<file path="config.mk">
export PLATFORM = sky130hd
export DESIGN_NAME = regfile_sb
export DESIGN_NICKNAME = d
export VERILOG_FILES = /design/src/rtl/regfile_pkg.sv /design/src/rtl/regfile_scoreboard.sv /design/src/rtl/regfile_sb.sv
export SDC_FILE = /design/constraint.sdc
export NUM_CORES = 2
export LEC_CHECK = 0
export CORE_AREA = 4 4 319 321
export DETAILED_ROUTE_END_ITERATION = 10
export DIE_AREA = 0 0 323 325
export GPL_ROUTABILITY_DRIVEN = 0
export PLACE_DENSITY_LB_ADDON = 0.25
export SLEW_MARGIN = 10
export SYNTH_ARGS = -nofsm -noshare
export SYNTH_HDL_FRONTEND = slang
export SYNTH_SLANG_ARGS = --single-unit
</file>
<file path="constraint.sdc">
create_clock -name clk -period 2.05 [get_ports clk]
set_clock_uncertainty 0.15 [all_clocks]
set_input_delay 0.205 -clock clk [delete_from_list [all_inputs] [get_ports clk]]
set_output_delay 0.205 -clock clk [all_outputs]
set_load 0.01 [all_outputs]
</file>
<file path="src/rtl/regfile_pkg.sv">
// rtl/regfile_pkg.sv - shared defaults, address type and x0 constant for regfile_sb
package regfile_pkg;
    localparam int XLEN_DEF  = 32;
    localparam int NREGS_DEF = 32;
    localparam int NRD_DEF   = 2;
    localparam int AW_DEF    = $clog2(NREGS_DEF);

    typedef logic [AW_DEF-1:0] reg_addr_t;

    localparam reg_addr_t REG_ZERO = '0;
endpackage

</file>
<file path="src/rtl/regfile_scoreboard.sv">
// rtl/regfile_scoreboard.sv - per-register busy bits with flush > set > clear priority
module regfile_scoreboard
    import regfile_pkg::*;
#(
    parameter int NREGS = NREGS_DEF,
    localparam int AW   = $clog2(NREGS)
) (
    input  logic             clk,
    input  logic             rst_n,
    input  logic             set_en,
    input  logic [AW-1:0]    set_addr,
    input  logic             clr_en,
    input  logic [AW-1:0]    clr_addr,
    input  logic             flush,
    output logic [NREGS-1:0] busy
);

    logic [NREGS-1:0] busy_next;

    // A new producer issued on the same edge as the old one's write-back wins.
    always_comb begin
        busy_next = busy;
        if (flush) begin
            busy_next = '0;
        end else begin
            if (clr_en) begin
                busy_next[clr_addr] = 1'b0;
            end
            if (set_en && (set_addr != AW'(REG_ZERO))) begin
                busy_next[set_addr] = 1'b1;
            end
        end
    end

    always_ff @(posedge clk or negedge rst_n) begin
        if (!rst_n) begin
            busy <= '0;
        end else begin
            busy <= busy_next;
        end
    end

endmodule

</file>
<file path="src/rtl/regfile_sb.sv">
// rtl/regfile_sb.sv - multi-port register file with scoreboard; REGFILE_BYPASS_EN adds write-to-read forwarding
module regfile_sb
    import regfile_pkg::*;
#(
    parameter int XLEN  = XLEN_DEF,
    parameter int NREGS = NREGS_DEF,
    parameter int NRD   = NRD_DEF,
    localparam int AW   = $clog2(NREGS)
) (
    input  logic                clk,
    input  logic                rst_n,
    input  logic [NRD-1:0]      rd_en,
    input  logic [NRD*AW-1:0]   rd_addr,
    output logic [NRD*XLEN-1:0] rd_data,
    output logic [NRD-1:0]      rd_ready,
    input  logic                wr_en,
    input  logic [AW-1:0]       wr_addr,
    input  logic [XLEN-1:0]     wr_data,
    input  logic                issue_en,
    input  logic [AW-1:0]       issue_addr,
    input  logic                flush,
    output logic [NREGS-1:0]    busy
);

    logic [XLEN-1:0] regs [NREGS];
    logic            wr_hit;

    assign wr_hit = wr_en && (wr_addr != AW'(REG_ZERO));

    always_ff @(posedge clk or negedge rst_n) begin
        if (!rst_n) begin
            for (int r = 0; r < NREGS; r++) begin
                regs[r] <= '0;
            end
        end else if (wr_hit) begin
            regs[wr_addr] <= wr_data;
        end
    end

    regfile_scoreboard #(.NREGS(NREGS)) u_scoreboard (
        .clk      (clk),
        .rst_n    (rst_n),
        .set_en   (issue_en),
        .set_addr (issue_addr),
        .clr_en   (wr_hit),
        .clr_addr (wr_addr),
        .flush    (flush),
        .busy     (busy)
    );

    for (genvar i = 0; i < NRD; i++) begin : g_rd
        logic [AW-1:0]   addr;
        logic [XLEN-1:0] data;
        logic            ready;

        assign addr = rd_addr[i*AW +: AW];

        // Disabled ports and x0 read as zero and never stall decode.
        always_comb begin
            data  = '0;
            ready = 1'b1;
            if (rd_en[i] && (addr != AW'(REG_ZERO))) begin
`ifdef REGFILE_BYPASS_EN
                if (wr_hit && (addr == wr_addr)) begin
                    data  = wr_data;
                    ready = 1'b1;
                end else begin
                    data  = regs[addr];
                    ready = !busy[addr];
                end
`else
                data  = regs[addr];
                ready = !busy[addr];
`endif
            end
        end

        assign rd_data[i*XLEN +: XLEN] = data;
        assign rd_ready[i]             = ready;
    end

endmodule
</file>
==> key figures <==
Synthesis
  • Synth Register Bits: 1056
  • Commonest cells in the netlist: dfrtp_1 (1056), mux2_2 (990), mux4_2 (397)
  • Most common cell in the netlist: dfrtp_1
  • Ys flop type: dfrtp_1
  • Number of enable flip-flop cells after synthesis: 0
  • Mapped Avg Cell Area: 14.73 um^2
  • Synthesized Nets: 3854
  • Post-Syn Instances: 3795
  • Synth area leader: dfrtp_1
  • Top cell type's share of synthesized area: 0.4726
  • Post-synthesis cell area: 55910 um^2
  • Asr flop ratio synth: 1.000
  • Synth cell types: 46
  • Top cells by area, synth: dfrtp_1 (47%), mux2_2 (20%), mux4_2 (16%), mux2i_1 (4.7%), clkbuf_1 (1.7%)
  • Syn. warnings: 0
  • Sequential area share after synthesis: 0.4726

Place
  • DP Area: 65180 um^2
  • Dpl ws: -1.890 ns
  • Buffers on Ports: 156
  • Final HPWL from detailed placement: 128.5 mm
  • Placed insts: 5601

Power and ir drop
  • Clk pwr share: 0.335
  • Cell Int Power: 0.04653 W
  • Sw Ratio: 0.2782
  • P_sw: 0.01794 W
  • Leakage: 31.63 nW
  • Maximum vdd drop: 0.0007919 V
  • Power Dens Cells: 909.8 nW/um^2
  • Seq pwr share: 0.426
  • Comb pwr share: 0.239

Worst setup path
  • Crit start category: flop
  • Req. time, crit path: 1.69 ns
  • FF-to-FF setup slack: 0.78 ns
  • Arrival @ worst endpoint: 2.62 ns
  • CP Max Fanout: 2
  • Setup CP Type: reg2out
  • Element type at the critical path end: primary output

STA
  • Fin. Hold Viols: 0
  • Final Slew Violations: 0
  • Setup Viol. Count Final: 67
  • Minimum clock period: 2.975 ns
  • Worst-Margin Slew: 0.9984 ns
  • Max frequency: 336.1 MHz
  • Setup TNS: -48.26 ns
  • Tcrit/Tclk final: 1.451
  • RSZ-0062 raised after global routing: true
  • Worst slew margin: 0.3293
  • Worst Setup Slack, final: -0.9255 ns

Clock network
  • Total CTS buffers: 112
  • Clock slew at reported path FFs: 0.07 ns
  • # clock sinks: 1056
  • Skew-Pair Late Insertion Delay: 0.69 ns
  • CTS root buf: clkbuf_16
  • Clock buffer depth: 3
  • CTS tree: done
  • CTS H-tree depth: 3

Detailed routing
  • Total Routed Length: 192.1 mm
  • Via density: 6.951
  • Number of remaining DRC errors: 0
  • Initial detailed-routing violation count: 4367
  • Via count: 40480
  • Router iterations before antenna repair: 6
  • Post-route ant nets: 0
  • DR WL/cell: 32.98 um

Finish
  • Finished Core Util: 0.7138
  • Final Cell Area: 70860 um^2
  • Layout Nets: 4486
  • Layout cell share with drive strength beyond 1: 0.5989
  • Finished Layout Cells: 5824
  • FILL cells: 6460
  • Layout area overhead: 26.74%

Floorplan
  • Ports: 157
  • Starting density of the core: 0.5632
  • Die X: 323 um
  • Die area: 105000 um^2
  • Cell Rows: 116
  • Core Box Area: 99280 um^2
  • Die Height: 325 um

GRT
  • GRT overflow: 0
  • Tot GR Track Use: 0.3681
  • First-pass GRT wire length: 285.9 mm
  • Initial antenna violation count: 8
  • Largest net degree at the start of global routing: 91
  • Vias in the first global route: 42690

Run status
  • Failing checks: negative setup slack
  • Outcome: finished with violations

Job
  • Max-Cap Viols: 0

Worst hold path
  • Worst Hold Class: in2reg
-- path summary, 6_finish.rpt --
path,from,to,cells after the start
max,regs[559],rd_data[15],7
max reg2reg,regs[525],regs[525],4
max in group asynchronous,rst_n,regs[180],5
min in group asynchronous,rst_n,regs[167],3
min reg2reg,regs[1015],regs[1015],0
min,flush,u_scoreboard.busy[20],3
-- layout by cell type, fill, tap and decap left out, types with 5 or more instances in the layout --
cell type        netlist  routed
nand2_1               30      17
o221ai_1              65      65
a22o_4                 0      22
buf_2                121      46
nor3_1                36       5
nor3_2                 0      21
mux4_2               397     397
a22o_1                98      76
buf_12                 0     150
buf_4                 41     639
nor3_4                 0      10
o22ai_1               65      59
buf_6                 27      53
a211oi_2               0      42
a211oi_1              64      14
a211oi_4               0       8
dfrtp_1             1056    1054
dlygate4sd2_1          0      30
clkbuf_1             246      15
bufinv_16              0      12
a21oi_1               46      46
clkbuf_16              0     113
clkbuf_8               0      35
nor2_4                 0       5
and2_4                 0       5
nand2_2                4       9
o22ai_2                0       6
clkinv_2               0      26
nand2_4                0       8
a2111oi_4              0      61
nand2b_1               9       9
and3b_1                8       5
mux2_2               990     990
nor2_1                26      21
a22oi_1               46      45
mux2i_1              262     261
clkdlybuf4s50_1        0      47
-- worst max-delay path, cell delays in order, from the launching register on --
cell and delay, ns:
dfrtp_1 0.39, buf_6 0.12, mux4_2 0.46, a22o_1 0.26, a2111oi_4 0.30, buf_4 0.18
a211oi_2 0.05, buf_6 0.14
-- flip-flops by register name (all words and copies together) (netlist names) --
| signal | count |
|---|---|
| regs | 1024 |
| u_scoreboard.busy | 32 |
-- final cells by class --
| cell class | instances | area [um^2] | share of cell area |
|---|---|---|---|
| antenna | 4 | 10.01 | 0.0001413 |
| sequential | 1056 | 26430 | 0.3729 |
| clock buffer | 161 | 3338 | 0.04711 |
| multi-input combinational | 2278 | 29340 | 0.4141 |
| timing repair buffer | 978 | 9515 | 0.1343 |
| inverter | 1 | 3.754 | 0.00005297 |
| clock inverter | 48 | 601.8 | 0.008493 |
| tap | 1298 | 1624 | 0.02292 |
-- per-stage QoR --
stage | hold WS, ns | total power, W
after floorplan | -0.2406 | 0.03570
after global placement | -0.01822 | 0.04109
after detailed placement | -0.02050 | 0.04176
after CTS | 0.07000 | 0.06415
after global routing | 0.2173 | 0.06678
final | 0.2024 | 0.06447
-- layer usage --
metal	global-route usage	wire, um
met3	0.1078	21130
met4	0.1626	9615
met2	0.5486	86630
met5	0	218
met1	0.5063	74510
-- cell families (layout without fill, tap and decap cells) --
kind of cell,count (synthesis),after routing,share of synthesized area
DFF,1056,1056,0.4726
AOI/OAI and AO/OA,460,460,0.06431
and+or+nand+nor,167,167,0.01647
buffers and inverters,461,1188,0.04003
other,0,4,0
muxes,1651,1651,0.4066
-- power by group through the flow --
stage / Sequential [W] / Combinational, W / Clock [W]
after floorplan: 0.0268 / 0.00888 / 0
after global placement: 0.0273 / 0.0138 / 0
after detailed placement: 0.0276 / 0.0141 / 0
after CTS: 0.0273 / 0.0151 / 0.0217
after global routing: 0.0279 / 0.0163 / 0.0226
final: 0.0275 / 0.0154 / 0.0216
-- what timing repair did --
action | 4_1_cts | 5_1_grt
endpoints found under the setup margin | 98 | 90
hold buffers | 2 | 1
hold endpoints to repair | 1056 | 22
gates resized for setup | 609 | 35
pin swaps | 182 | 12
buffers inserted | 42 | 3
(Power assumes the default switching activity.)
